[src/rtl/health_tracker.sv]
// ============================================================================
// health_tracker
// ----------------------------------------------------------------------------
// Per-player health state machine that sits upstream of the health-bar
// renderer. Registered hit strobes from the collision/scoring logic reduce a
// saturating health count. A non-fatal hit starts an invulnerability window,
// and a fatal hit parks the player in DEAD until a new round or a reset.
//
// Optional feature (compile-time macro HEALTH_REGEN_EN):
//   When this macro is defined, health regenerates by +1 after every
//   REGEN_CYCLES consecutive idle cycles in ALIVE while below MAX_HEALTH.
//   When it is not defined, health rises only through new_round_in or rst_in.
//
// Parameters
//   MAX_HEALTH     full/reset health. Legal values are 1..5, which keeps the
//                  renderer's bar length (health*40 px) at or below 200 px.
//   INVULN_CYCLES  length of the post-hit invulnerability window, in cycles.
//   REGEN_CYCLES   idle cycles per +1 health. Used only with HEALTH_REGEN_EN.
//
// Ports
//   clk_in         in   1  pixel clock; the only clock
//   rst_in         in   1  synchronous, active-high reset
//   hit_in         in   1  single-cycle hit strobe
//   damage_in      in   3  damage of the hit; sampled only when hit_in=1
//   new_round_in   in   1  single-cycle strobe; restores full health
//   health_out     out  3  current health, 0..MAX_HEALTH
//   invuln_out     out  1  high while invulnerable
//   dead_out       out  1  high while dead
//   hit_pulse_out  out  1  one-cycle pulse when a hit was applied
//
// All outputs are registered, so each input event shows up one cycle later.
// ============================================================================
module health_tracker #(
   parameter int MAX_HEALTH    = 5,
   parameter int INVULN_CYCLES = 37_125_000,
   parameter int REGEN_CYCLES  = 148_500_000
) (
   input  logic       clk_in,
   input  logic       rst_in,
   input  logic       hit_in,
   input  logic [2:0] damage_in,
   input  logic       new_round_in,
   output logic [2:0] health_out,
   output logic       invuln_out,
   output logic       dead_out,
   output logic       hit_pulse_out
);

   // A single-cycle window would give $clog2(1) = 0, so the timer is kept at
   // least 1 bit wide.
   localparam int TIMER_W = (INVULN_CYCLES > 1) ? $clog2(INVULN_CYCLES) : 1;
   localparam logic [TIMER_W-1:0] TIMER_LOAD  = TIMER_W'(INVULN_CYCLES - 1);
   localparam logic [2:0]         HEALTH_FULL = 3'(MAX_HEALTH);

   typedef enum logic [1:0] {
      ALIVE  = 2'd0,
      INVULN = 2'd1,
      DEAD   = 2'd2
   } state_t;

   state_t             state;
   logic [TIMER_W-1:0] inv_timer;
   logic               hit_applies;
   logic [2:0]         hit_health;

   // Subtract damage with a floor at 0. A large hit never wraps the 3-bit
   // count back up to a high health value.
   function automatic logic [2:0] sat_sub(input logic [2:0] a, input logic [2:0] b);
      return (a >= b) ? (a - b) : 3'd0;
   endfunction

`ifdef HEALTH_REGEN_EN
   localparam int REGEN_W = (REGEN_CYCLES > 1) ? $clog2(REGEN_CYCLES) : 1;
   localparam logic [REGEN_W-1:0] REGEN_LAST = REGEN_W'(REGEN_CYCLES - 1);

   logic [REGEN_W-1:0] regen_cnt;

   // Increment health, clamped at full health.
   function automatic logic [2:0] sat_inc(input logic [2:0] a);
      return (a >= HEALTH_FULL) ? HEALTH_FULL : (a + 3'd1);
   endfunction
`endif

   // A hit is applied only in ALIVE and only with non-zero damage. A hit that
   // arrives together with new_round_in is dropped.
   always_comb begin
      hit_applies = hit_in && (damage_in != 3'd0) && (state == ALIVE) && !new_round_in;
      hit_health  = sat_sub(health_out, damage_in);
   end

   always_ff @(posedge clk_in) begin
      if (rst_in) begin
         state         <= ALIVE;
         health_out    <= HEALTH_FULL;
         invuln_out    <= 1'b0;
         dead_out      <= 1'b0;
         hit_pulse_out <= 1'b0;
         inv_timer     <= '0;
`ifdef HEALTH_REGEN_EN
         regen_cnt     <= '0;
`endif
      end else begin
         hit_pulse_out <= 1'b0;
         if (new_round_in) begin
            state      <= ALIVE;
            health_out <= HEALTH_FULL;
            invuln_out <= 1'b0;
            dead_out   <= 1'b0;
            inv_timer  <= '0;
`ifdef HEALTH_REGEN_EN
            regen_cnt  <= '0;
`endif
         end else begin
            case (state)
               ALIVE: begin
                  if (hit_applies) begin
                     hit_pulse_out <= 1'b1;
                     health_out    <= hit_health;
`ifdef HEALTH_REGEN_EN
                     regen_cnt     <= '0;
`endif
                     if (hit_health == 3'd0) begin
                        state    <= DEAD;
                        dead_out <= 1'b1;
                     end else begin
                        state      <= INVULN;
                        invuln_out <= 1'b1;
                        inv_timer  <= TIMER_LOAD;
                     end
                  end
`ifdef HEALTH_REGEN_EN
                  // The counter runs only while health is below full. The
                  // tick resets the counter together with the increment.
                  else if (health_out >= HEALTH_FULL) begin
                     regen_cnt <= '0;
                  end else if (regen_cnt == REGEN_LAST) begin
                     health_out <= sat_inc(health_out);
                     regen_cnt  <= '0;
                  end else begin
                     regen_cnt <= regen_cnt + 1'b1;
                  end
`endif
               end

               INVULN: begin
                  // The timer is loaded with N-1 and the state leaves on the
                  // cycle that sees 0, so the window is exactly N cycles long.
                  if (inv_timer == '0) begin
                     state      <= ALIVE;
                     invuln_out <= 1'b0;
                  end else begin
                     inv_timer <= inv_timer - 1'b1;
                  end
               end

               DEAD: begin
                  health_out <= 3'd0;
               end

               default: begin
                  state      <= ALIVE;
                  invuln_out <= 1'b0;
                  dead_out   <= 1'b0;
               end
            endcase
         end
      end
   end

endmodule

[config.mk]
export PLATFORM = sky130hd
export DESIGN_NAME = health_tracker
export DESIGN_NICKNAME = d
export VERILOG_FILES = /design/src/rtl/health_tracker.sv
export SDC_FILE = /design/constraint.sdc
export NUM_CORES = 1
export LEC_CHECK = 0
export BUFFER_PORTS_ARGS = -buffer_cell sky130_fd_sc_hd__buf_2
export CAP_MARGIN = 20
export CORE_MARGIN = 4
export CORE_UTILIZATION = 64
export DETAILED_ROUTE_END_ITERATION = 10
export PLACE_DENSITY = 0.91
export SETUP_SLACK_MARGIN = 0.3
export SYNTH_ARGS = -nofsm -noshare
export SYNTH_HDL_FRONTEND = slang
export SYNTH_SLANG_ARGS = --single-unit
[constraint.sdc]
create_clock -name clk_in -period 5.1 [get_ports clk_in]
set_input_delay 0.765 -clock clk_in [delete_from_list [all_inputs] [get_ports clk_in]]
set_output_delay 0.765 -clock clk_in [all_outputs]
set_load 0.02 [all_outputs]
==> summary.md, run 1 <==
| Metric | Value |
|---|---|
| Rel. slew slack | 37.8% |
| Sw Share | 33.2% |
| Peak VDD IR | 196 µV |
| Routed WL | around 4300 µm |
| CP Capture Type | register |
| Sequential fraction of the synthesis area | 34.0% |
| Worst EP arrival | 3.18 ns |
| First-pass GRT wire length | 7410 µm |
| Clock skew | 0.0131 ns |
| CTS Buf Count | 5 |
| Drc violations | 0 |
| Max-cap viol count | 0 |
| Final setup fails | 0 |
| Clock Pin Slew Worst Setup and Hold Paths | 0.09 ns |
| Post-synthesis simple-gate area fraction | 29.8% |
| Postcts setup bufs | 0 |
| Mapped cell area | ~2000 µm² |
| Achievable frequency | about 0.34 GHz |
| Combinational share of power | 25.7% |
| Slowest stage delay, CP | roughly 0.56 ns |
| Core area | roughly 3000 µm² |
| Initial antenna violation count | 0 |
| Die width | ~64 µm |
| GRT Total Usage | 22.4% |
| Outcome | finished, final reports clean |
| Largest family of logic cells by synthesized area | simple AND/OR/NAND/NOR gates |
| Final Non-Filler Cells | 291 |
| Die H | 63.9 µm |
| Skew-Pair Late Insertion Delay | ~0.34 ns |
| Post-synth EDFFs | 0 |
| Num Clock Sinks | 34 |
| Total congestion overflow | 0 |
| R2R Setup Slk | approximately 2.3 ns |
| Crit path max fanout | 42 |
| Starting density of the core | between 60% and 70% |
| Post-synth top flop | dfxtp_1 |
| Number of synthesized register bits | 34 |
| Post-DR wirelength/cell | 14.8 µm |
| Ranking of synthesized cells by area | dfxtp_1 (34%), or4_1 (6.8%), o31ai_1 (6.4%) |
| TritonCTS clock tree | yes |
| Drt pass-1 iters | 4 |
| Cell type with the largest total area after synthesis | dfxtp_1 |
| Mux cell area share after synthesis | under 10% |
| Post-Synth XOR/XNOR Area | less than 1% |
| Setup_tns | 0 ns |
| Flop pwr share | 50.3% |
| Crit start category | primary input |
| Multi-input gate area | roughly 1200 µm² |
| Final hold viol count | 0 |
| Measured slew at the worst slew-check pin | between 0.9 and 1 ns |
| Commonest non-fill, non-tap cell in the layout | dfxtp_1 |
| Most frequent cells in the layout | dfxtp_1 (34), or4_1 (18), o31ai_1 (17) |
| Reg area | 681 µm² |
| Top-Level Pins | 13 |
| RSZ-0062 raised after global routing | false |
| Post-synthesis adder-cell area fraction | 5.38% |
| Hold crit path type | reg2reg |
| Post-synthesis instance total | roughly 240 |
| Power Dens Cells | 268 nW/µm² |
| Die area | 4090 µm² |
| Slew Limit Fails | 0 |
| Starting DRT DRC Count | ~130 |
| Clock Power Share | roughly a quarter |
| Cell count after placement | 284 |
| Fin nets | approximately 260 |
| Share of cells above drive strength 1 | between 10 and 15% |
| Cell Int Power | 0.379 mW |
| Distinct cell type count after synthesis | between 40 and 50 |
| Root Buffer | clkbuf_4 |
| ANT nets after route | 0 |
| Post-synthesis compound-gate area fraction | 23.1% |
| WS Path Type | in2reg |
| Layout area overhead | 5.56% |
| Syn avg cell area | ~8.4 µm² |
| Max Root-Sink Buffers | 2 |
| Min Clock Period, post-route | around 2.9 ns |
| Sw Pwr | approximately 0.19 mW |
| Via count | 1851 |
| Leak | 0.809 nW |
| Routability cong. | about 0.9 |
| Cts hold-fix bufs | 0 |
| DPL Wire Length | 2980 µm |
| Period utilization | 57.4% |
| YS warnings | 0 |
| Largest net degree at the start of global routing | 43 |
| Vias in the first global route | 1671 |
| Dpl ws | 1.86 ns |
| Async S/R FF share, synth | 0% |
| Top cell type's share of synthesized area | 34.0% |
| WHS | just under 0.5 ns |
| Port Buf Inserts | 12 |
| Syn Nets | 253 |
| Slowest-stage cell, CP | or4_1 |
| Via/cell ratio | 6.36 |
| Worst-path cell chain | buf_2, ha_1, fa_1, xnor2_1, o22ai_1, o31a_4, or4_1, a31oi_1 |
| # H-tree levels | 2 |
| Layout fillers | approximately 240 |
| WP data required | 5.36 ns |
| Final WS setup | 2.17 ns |
| Core Rows | 20 |
| Antenna diode count | 0 |
| Post-CTS sizing | 0 |
==> logic make-up after synthesis <==
kind of cell	Yosys count
xor+xnor	1
simple gates	103
flops	34
compound gates	64
mux	5
fa+ha+maj	8
buf+inv	23
==> through the flow <==
step	cell area, µm²	power [mW]	utilization [%]
after floorplan	2000	0.404	-
after global placement	2070	0.432	68.3
after detailed placement	2070	0.434	68.3
after CTS	2110	0.569	69.8
after global routing	2110	0.607	69.8
final	2110	0.567	69.8
==> metal layers <==
| metal | up-vias | wire [µm] | global-route usage [%] |
|---|---|---|---|
| li1 | 941 | - | - |
| met1 | 868 | 2040 | 30.0 |
| met2 | 38 | 2040 | 35.6 |
| met3 | 4 | 190 | 5.27 |
| met5 | - | 0 | 0 |
| met4 | 0 | 32 | 6.74 |
==> cell type report <==
cell class              instances  share of cell area (%)
multi-input cells             181                    57.9
flip-flops and latches         34                    32.2
repair buffers                 12                    2.84
well taps                      44                    2.61
inverters                      13                    2.31
clock buffers                   7                    2.13
==> worst max-delay path, delay by kind of cell <==
kind	cells	cell delay (ns)
AO/OA/AOI/OAI	3	0.90
AND/OR/NAND/NOR	1	0.56
adder cells (fa/ha/maj)	2	0.59
XOR/XNOR	1	0.25
buffers and inverters	1	0.10
==> Yosys cell counts, types with 3 or more instances <==
master and n:
dfxtp_1 34, or4_1 18, o31ai_1 17, nand2_1 16, inv_1 13, a21oi_1 11
a31oi_1 11, nor2_1 11, nor3_1 11, nor4_1 9, or3_1 8, ha_1 7
nand2b_1 7, clkbuf_1 6, nand3_1 6, mux2i_1 5, nand4_1 4, or2_2 4
buf_2 3, o21ai_0 3
==> registers in the layout, indices dropped and copies added, names as in the netlist <==
name           cells
health_out         3
hit_pulse_out      1
dead_out           1
state              2
inv_timer         26
invuln_out         1
==> power by group through the flow <==
stage / sequential (mW) / combinational, mW / clock (mW)
after CTS: 0.285 / 0.144 / 0.140
after detailed placement: 0.291 / 0.142 / 0
final: 0.285 / 0.146 / 0.136
after floorplan: 0.290 / 0.114 / 0
after global routing: 0.287 / 0.164 / 0.156
after global placement: 0.291 / 0.141 / 0
==> final timing paths <==
path,startpoint,to,cells after the start
worst max-delay path,damage_in[0],inv_timer[13],8
worst min-delay path,inv_timer[24],inv_timer[24],2
worst max register to register,inv_timer[0],inv_timer[1],7
worst min register to register,inv_timer[24],inv_timer[24],2
(Power assumes the default switching activity.)
==> run 2, diff against run 1 <==
--- a/config.mk
+++ b/config.mk
@@ -8,9 +8,9 @@
 export BUFFER_PORTS_ARGS = -buffer_cell sky130_fd_sc_hd__buf_2
 export CAP_MARGIN = 20
 export CORE_MARGIN = 4
-export CORE_UTILIZATION = 64
+export CORE_UTILIZATION = 60
 export DETAILED_ROUTE_END_ITERATION = 10
-export PLACE_DENSITY = 0.91
+export PLACE_DENSITY = 0.86
 export SETUP_SLACK_MARGIN = 0.3
 export SYNTH_ARGS = -nofsm -noshare
 export SYNTH_HDL_FRONTEND = slang
==> constraint.sdc (replaced) <==
create_clock -name clk_in -period 2.75 [get_ports clk_in]
set_input_delay 0.4125 -clock clk_in [delete_from_list [all_inputs] [get_ports clk_in]]
set_output_delay 0.4125 -clock clk_in [all_outputs]
set_load 0.02 [all_outputs]
==> summary.md, run 2 (synthesis results as in run 1) <==
| Metric | Value |
|---|---|
| Core Rows | 20 (unchanged) |
| Initial antenna violation count | 0 (unchanged) |
| Starting DRT DRC Count | 294 (+130%) |
| Cts hold-fix bufs | 0 (unchanged) |
| Total congestion overflow | 0 (unchanged) |
| WP depth | 8 (unchanged) |
| Biggest regs | inv_timer x26, health_out x3, state x2 |
| RSZ-0062 raised after global routing | true |
| Max reg flops | 26 (unchanged) |
| Num Clock Sinks | 34 (unchanged) |
| # H-tree levels | 2 (unchanged) |
| Root Buffer | clkbuf_4 |
| Die area | 4320 µm² (+5.8%) |
| Die width | 65.8 µm (+2.9%) |
| Worst setup path start | health_out[0] |
| Starting density of the core | 64.0% (-2.1 points) |
| Measured slew at the worst slew-check pin | 0.658 ns (-0.270 ns) |
| Worst-path cell chain | inv_2, ha_2, fa_2, xnor2_2, o22ai_4, o31a_4, or4_1, a31oi_1 |
| Via/cell ratio | 6.83 (+7.4%) |
| Rel. slew slack | 55.9% (+18 points) |
| Slowest stage delay, CP | 0.51 ns (-0.05 ns) |
| Power Total | 1.19 mW (+110%) |
| Worst EP arrival | 2.73 ns (-0.45 ns) |
| Top-Level Pins | 13 (unchanged) |
| Via count | 2110 (+14%) |
| Crit start category | register |
| Critical path buffer and inverter count | 1 (unchanged) |
| WP data required | 3.01 ns (-2.35 ns) |
| Drt pass-1 iters | 6 (+2) |
| Setup_tns | 0 ns (unchanged) |
| Achievable frequency | 0.405 GHz |
| R2r endpoint | inv_timer[21] |
| Max-cap viol count | 0 (unchanged) |
| CP endpoint | inv_timer[21] |
| Final setup fails | 0 (unchanged) |
| Hold crit path type | reg2reg |
| Layout area overhead | 17.0% |
| CTS Buf Count | 5 (unchanged) |
| Crit path max fanout | 6 (-86%) |
| Outcome | finished, final reports clean |
| Clock Pin Slew Worst Setup and Hold Paths | 0.11 ns (+0.02 ns) |
| Vias in the first global route | 1891 (+13%) |
| GRT Total Usage | 26.4% (+4.0 points) |
| Power Dens Cells | 510 nW/µm² (+90%) |
| Min Clock Period, post-route | 2.47 ns |
| Final hold viol count | 0 (unchanged) |
| Routed WL | 5540 µm (+29%) |
| Peak VDD IR | 312 µV (+59%) |
| Slew Limit Fails | 0 (unchanged) |
| Post-DR wirelength/cell | 17.9 µm (+21%) |
| ANT nets after route | 0 (unchanged) |
| Leak | 0.926 nW (+14%) |
| Biggest register | inv_timer |
| Die H | 65.8 µm (+2.9%) |
| TritonCTS clock tree | yes |
| R2R Setup Slk | 0.28 ns (-2.02 ns) |
| Port Buf Inserts | 12 (unchanged) |
| Fin nets | 279 (+6.5%) |
| Most frequent cells in the layout | dfxtp_1 (33), o31ai_1 (17), or4_1 (17) |
| First-pass GRT wire length | 8750 µm (+18%) |
| Slowest-stage cell, CP | or4_1 |
| Antenna diode count | 0 (unchanged) |
| Period utilization | 89.8% |
| Drc violations | 0 (unchanged) |
| CP top delay family | compound AO/OA/AOI/OAI gates |
| Skew-Pair Late Insertion Delay | 0.35 ns (about the same) |
| WS Path Type | reg2reg |
| Routability cong. | 0.882 (+0.19%) |
| Cells on worst reg2reg path | 8 (+1) |
| Largest net degree at the start of global routing | 19 (-56%) |
| DPL Wire Length | 3240 µm (+8.8%) |
| Max Root-Sink Buffers | 2 (unchanged) |
| Commonest non-fill, non-tap cell in the layout | dfxtp_1 |
| Clock skew | 0.0114 ns (-0.00169 ns) |
| CP Capture Type | register |
| Share of cells above drive strength 1 | 21.9% (+11 points) |
| Core area | 3130 µm² (+3.3%) |
| Reg-to-Reg Start | health_out[0] |
==> run 2: layout make-up <==
cell class	count	area [µm²]
Multi-Input combinational cell	184	1330
Timing Repair Buffer	26	165
Tap cell	44	55.1
Inverter	13	48.8
Clock buffer	7	55.1
Sequential cell	34	684
Clock inverter	1	5.00
Fill cell	229	786
==> run 2: through the flow <==
step	hold WS, ns	area, µm²	setup WS [ns]	cells	utilization [%]
floorplan	0.442	2020	0.308	238	-
global placement	0.457	2150	0.0795	292	68.7
detailed placement	0.464	2150	0.0428	292	68.7
CTS	0.468	2290	0.301	305	73.1
global route	0.496	2340	0.148	309	74.9
finish	0.478	2340	0.280	309	74.9
==> run 2: worst min-delay path by stage <==
stage	from	endpoint	slack, ns	cells after the start
after floorplan	inv_timer[24]	inv_timer[24]	0.44	2
after global placement	inv_timer[24]	inv_timer[24]	0.46	2
after detailed placement	inv_timer[24]	inv_timer[24]	0.46	2
after CTS	rst_in	inv_timer[14]	0.47	3
after global routing	rst_in	dead_out	0.50	3
final	inv_timer[24]	inv_timer[24]	0.48	2
==> run 2: per-layer routing <==
layer	share of wire [%]	vias to the layer above	track usage [%]
li1	-	989	-
met1	40	942	34.9
met2	45	151	40.3
met3	11	28	6.67
met4	3.1	0	11.7
met5	0	-	0
==> run 2: what timing repair did <==
| action | CTS | global route |
|---|---|---|
| buffers inserted | 2 | 4 |
| resized for setup | 6 | 6 |
| hold endpoints to repair | 0 | 0 |
| endpoints found under the setup margin | 15 | 24 |
| pin swaps | 6 | 8 |
| gates cloned | 3 | 0 |
==> run 2: where the power goes <==
part	internal, mW	switching [mW]	total (mW)
logic	0.150	0.216	0.366
registers	0.510	0.0208	0.531
clock network	0.124	0.174	0.298
==> run 2: tightest hold or removal path, stage by stage, from the launching register on <==
cell and delay, ns:
dfxtp_1 0.33, nand2_1 0.05, mux2i_1 0.05
==> run 3, diff against run 2 <==
--- a/config.mk
+++ b/config.mk
@@ -5,12 +5,13 @@
 export SDC_FILE = /design/constraint.sdc
 export NUM_CORES = 1
 export LEC_CHECK = 0
+export ABC_AREA = 1
 export BUFFER_PORTS_ARGS = -buffer_cell sky130_fd_sc_hd__buf_2
 export CAP_MARGIN = 20
 export CORE_MARGIN = 4
-export CORE_UTILIZATION = 60
+export CORE_UTILIZATION = 62
 export DETAILED_ROUTE_END_ITERATION = 10
-export PLACE_DENSITY = 0.86
+export PLACE_DENSITY = 0.88
 export SETUP_SLACK_MARGIN = 0.3
 export SYNTH_ARGS = -nofsm -noshare
 export SYNTH_HDL_FRONTEND = slang
==> constraint.sdc (replaced) <==
create_clock -name clk_in -period 3.05 [get_ports clk_in]
set_input_delay 0.4575 -clock clk_in [delete_from_list [all_inputs] [get_ports clk_in]]
set_output_delay 0.4575 -clock clk_in [all_outputs]
set_load 0.02 [all_outputs]
==> summary.md, run 3 <==
| Metric | Value |
|---|---|
| Setup_tns | 0 ns (unchanged) |
| CTS Buf Count | 5 (unchanged) |
| RSZ-0062 raised after global routing | false |
| Dpl cell area | 2480 µm² (+16%) |
| Top cell type's share of synthesized area | 28.1% (-5.9 points) |
| Worst-path cell chain | inv_1, ha_1, inv_2, nor2_8, nand3_4, o21ai_4, nand2_2, nand2_4, o21ai_0, nor2_1 |
| Sequential fraction of the synthesis area | 28.1% (-5.9 points) |
| Distinct cell type count after synthesis | 34 (-28%) |
| Hold crit path type | in2reg |
| Async S/R FF share, synth | 0% (unchanged) |
| Post-synthesis instance total | 392 (+65%) |
| Post-CTS sizing | 0 (-6) |
| ANT nets after route | 0 (unchanged) |
| Initial antenna violation count | 0 (unchanged) |
| WHS Path Cells | 2 (unchanged) |
| Top-Level Pins | 13 (unchanged) |
| WP depth | 10 (+2) |
| Period utilization | 78.1% (-12 points) |
| Biggest regs | inv_timer x26, health_out x3, state x2 |
| Routability cong. | 0.921 (+4.4%) |
| Drc violations | 0 (unchanged) |
| Mapped cell area | 2430 µm² (+21%) |
| CP Capture Type | register |
| Syn avg cell area | 6.19 µm² (-26%) |
| Most frequent cells in the layout | nand2_1 (107), nor2_1 (61), nand3_1 (50) |
| Die H | 70.6 µm (+7.3%) |
| CP top delay family | simple AND/OR/NAND/NOR gates |
| Peak VDD IR | 321 µV (+2.9%) |
| Cell type with the largest total area after synthesis | dfxtp_1 |
| Die width | 70.6 µm (+7.3%) |
| Root Buffer | clkbuf_8 |
| Dpl ws | 0.657 ns (+0.614 ns) |
| Post-synth top flop | dfxtp_1 |
| Power Dens Cells | 538 nW/µm² (+5.4%) |
| Starting DRT DRC Count | 265 (-9.9%) |
| Port Buf Inserts | 12 (unchanged) |
| WS Path Type | reg2reg |
| Layout area overhead | 5.52% |
| Commonest non-fill, non-tap cell in the layout | nand2_1 |
| Biggest register | inv_timer |
| Min Clock Period, post-route | 2.38 ns (-0.0891 ns) |
| Measured slew at the worst slew-check pin | 0.519 ns (-0.139 ns) |
| Count leader, synth | nand2_1 |
| Outcome | finished, final reports clean |
| Largest net degree at the start of global routing | 27 (+8) |
| Final hold viol count | 0 (unchanged) |
| Achievable frequency | 0.420 GHz (+3.7%) |
| Worst setup path start | inv_timer[0] |
| Clock skew | 0.00419 ns (-0.00725 ns) |
| Post-synth EDFFs | 0 (unchanged) |
| Core area | 3720 µm² (+19%) |
| Cells on worst reg2reg path | 10 (+2) |
| YS warnings | 0 (unchanged) |
| Power Total | 1.38 mW (+15%) |
| Hold Path Origin | rst_in |
| Leak | 1.20 nW (+30%) |
| Num Clock Sinks | 34 (unchanged) |
| Die area | 4980 µm² (+15%) |
| Final Instance Area | 2560 µm² (+9.3%) |
| DPL Wire Length | 4240 µm (+31%) |
| Slowest-stage cell, CP | nand2_4 |
| First-pass GRT wire length | 10300 µm (+18%) |
| GRT Total Usage | 25.4% (-1.0 points) |
| Slew Limit Fails | 0 (unchanged) |
| Rel. slew slack | 65.3% (+9.3 points) |
| Final WS setup | 0.669 ns (+0.389 ns) |
| Worst EP arrival | 2.61 ns (-0.12 ns) |
| Fin nets | 417 (+49%) |
| Share of cells above drive strength 1 | 9.95% (-12 points) |
| Critical path buffer and inverter count | 2 (+1) |
| Ranking of synthesized cells by area | dfxtp_1 (28%), nand2_1 (17%), nand3_1 (10%) |
| WP data required | 3.28 ns (+0.27 ns) |
| TritonCTS clock tree | yes |
| Slowest stage delay, CP | 0.37 ns (-0.14 ns) |
| Routed WL | 6040 µm (+9.0%) |
| Final setup fails | 0 (unchanged) |
| Reg-to-Reg Start | inv_timer[0] |
| Syn Nets | 407 (+61%) |
| Max-cap viol count | 0 (unchanged) |
| Total congestion overflow | 0 (unchanged) |
| Layout fillers | 337 (+47%) |
| Core Rows | 22 (+10%) |
| Most common library cells after synthesis | nand2_1 (107), nor2_1 (61), nand3_1 (50), inv_1 (37), dfxtp_1 (34) |
| Crit start category | register |
| Cts hold-fix bufs | 0 (unchanged) |
| Number of synthesized register bits | 34 (unchanged) |
| Clock Pin Slew Worst Setup and Hold Paths | 0.07 ns (-0.04 ns) |
| Starting density of the core | 65.3% (+1.3 points) |
| Antenna diode count | 0 (unchanged) |
| Max reg flops | 26 (unchanged) |
| Crit path max fanout | 26 (+20) |
| Post-DR wirelength/cell | 13.4 µm (-25%) |
| Via/cell ratio | 5.67 (-17%) |
| Vias in the first global route | 2370 (+25%) |
| Drt pass-1 iters | 7 (+1) |
| Skew-Pair Late Insertion Delay | 0.29 ns (-0.06 ns) |
| Via count | 2553 (+21%) |
| Max Root-Sink Buffers | 2 (unchanged) |
| Postcts setup bufs | 0 (-2) |
| # H-tree levels | 2 (unchanged) |
## run 3: cell types whose count changed in the layout (fill, tap and decap cells not counted), sizes merged, moves of 11 or more
cell,delta
nand2,+94
inv,+26
nand3,+45
a21oi,+21
buf,-11
or4,-18
o31ai,-17
nor2,+58
a31oi,-11
## run 3: worst register-to-register path, stage by stage (launching register included)
cell and delay [ns]:
dfxtp_1 0.34, inv_1 0.10, ha_1 0.32, inv_2 0.11
nor2_8 0.18, nand3_4 0.09, o21ai_4 0.21, nand2_2 0.31
nand2_4 0.37, o21ai_0 0.17, nor2_1 0.12
## run 3: report_power, final
part	total (mW)	switching, mW	internal (mW)
Clock	0.321	0.164	0.157
Combinational	0.567	0.381	0.185
Sequential	0.488	0.0234	0.465
## run 3: routing by layer
layer	global-route usage, %	vias to the layer above	part of all wire (%)
met1	32.1	1135	43
met2	42.5	107	46
li1	-	1292	-
met3	4.26	19	8.4
met5	0	-	0
met4	11.3	0	2.4
## run 3: final timing paths
path,slack (ns),to
max,0.67,inv_timer[1]
min,0.33,hit_pulse_out
max reg2reg,0.67,inv_timer[1]
min reg2reg,0.45,invuln_out
## run 3: metrics by stage
step / cells / util [%] / hold slack [ns]
2_1_floorplan: 392 / - / 0.462
3_3_place_gp: 443 / 66.8 / 0.438
4_1_cts: 450 / 68.9 / 0.335
3_5_place_dp: 443 / 66.8 / 0.444
6_report: 450 / 68.9 / 0.330
5_1_grt: 450 / 68.9 / 0.337
## run 3: cell type report
cell class,instances,area [µm²],share of cell area (%)
clock buffers,7,76.3,2.98
inverters,40,150,5.87
multi-input cells,306,1510,59.0
flip-flops and latches,34,681,26.6
well taps,48,60.1,2.35
repair buffers,15,82.6,3.23
## run 3: kinds of logic (layout without fill, tap and decap cells)
logic type               Yosys count  in the layout  share of synthesized area [%]
AND/OR/NAND/NOR                  252            252                           46.6
buffers and inverters             52             62                           9.69
AO/OA/AOI/OAI                     43             43                           10.1
flip-flops                        34             34                           28.1
adder cells (fa/ha/maj)            8              8                           4.44
XOR/XNOR                           3              3                           1.08
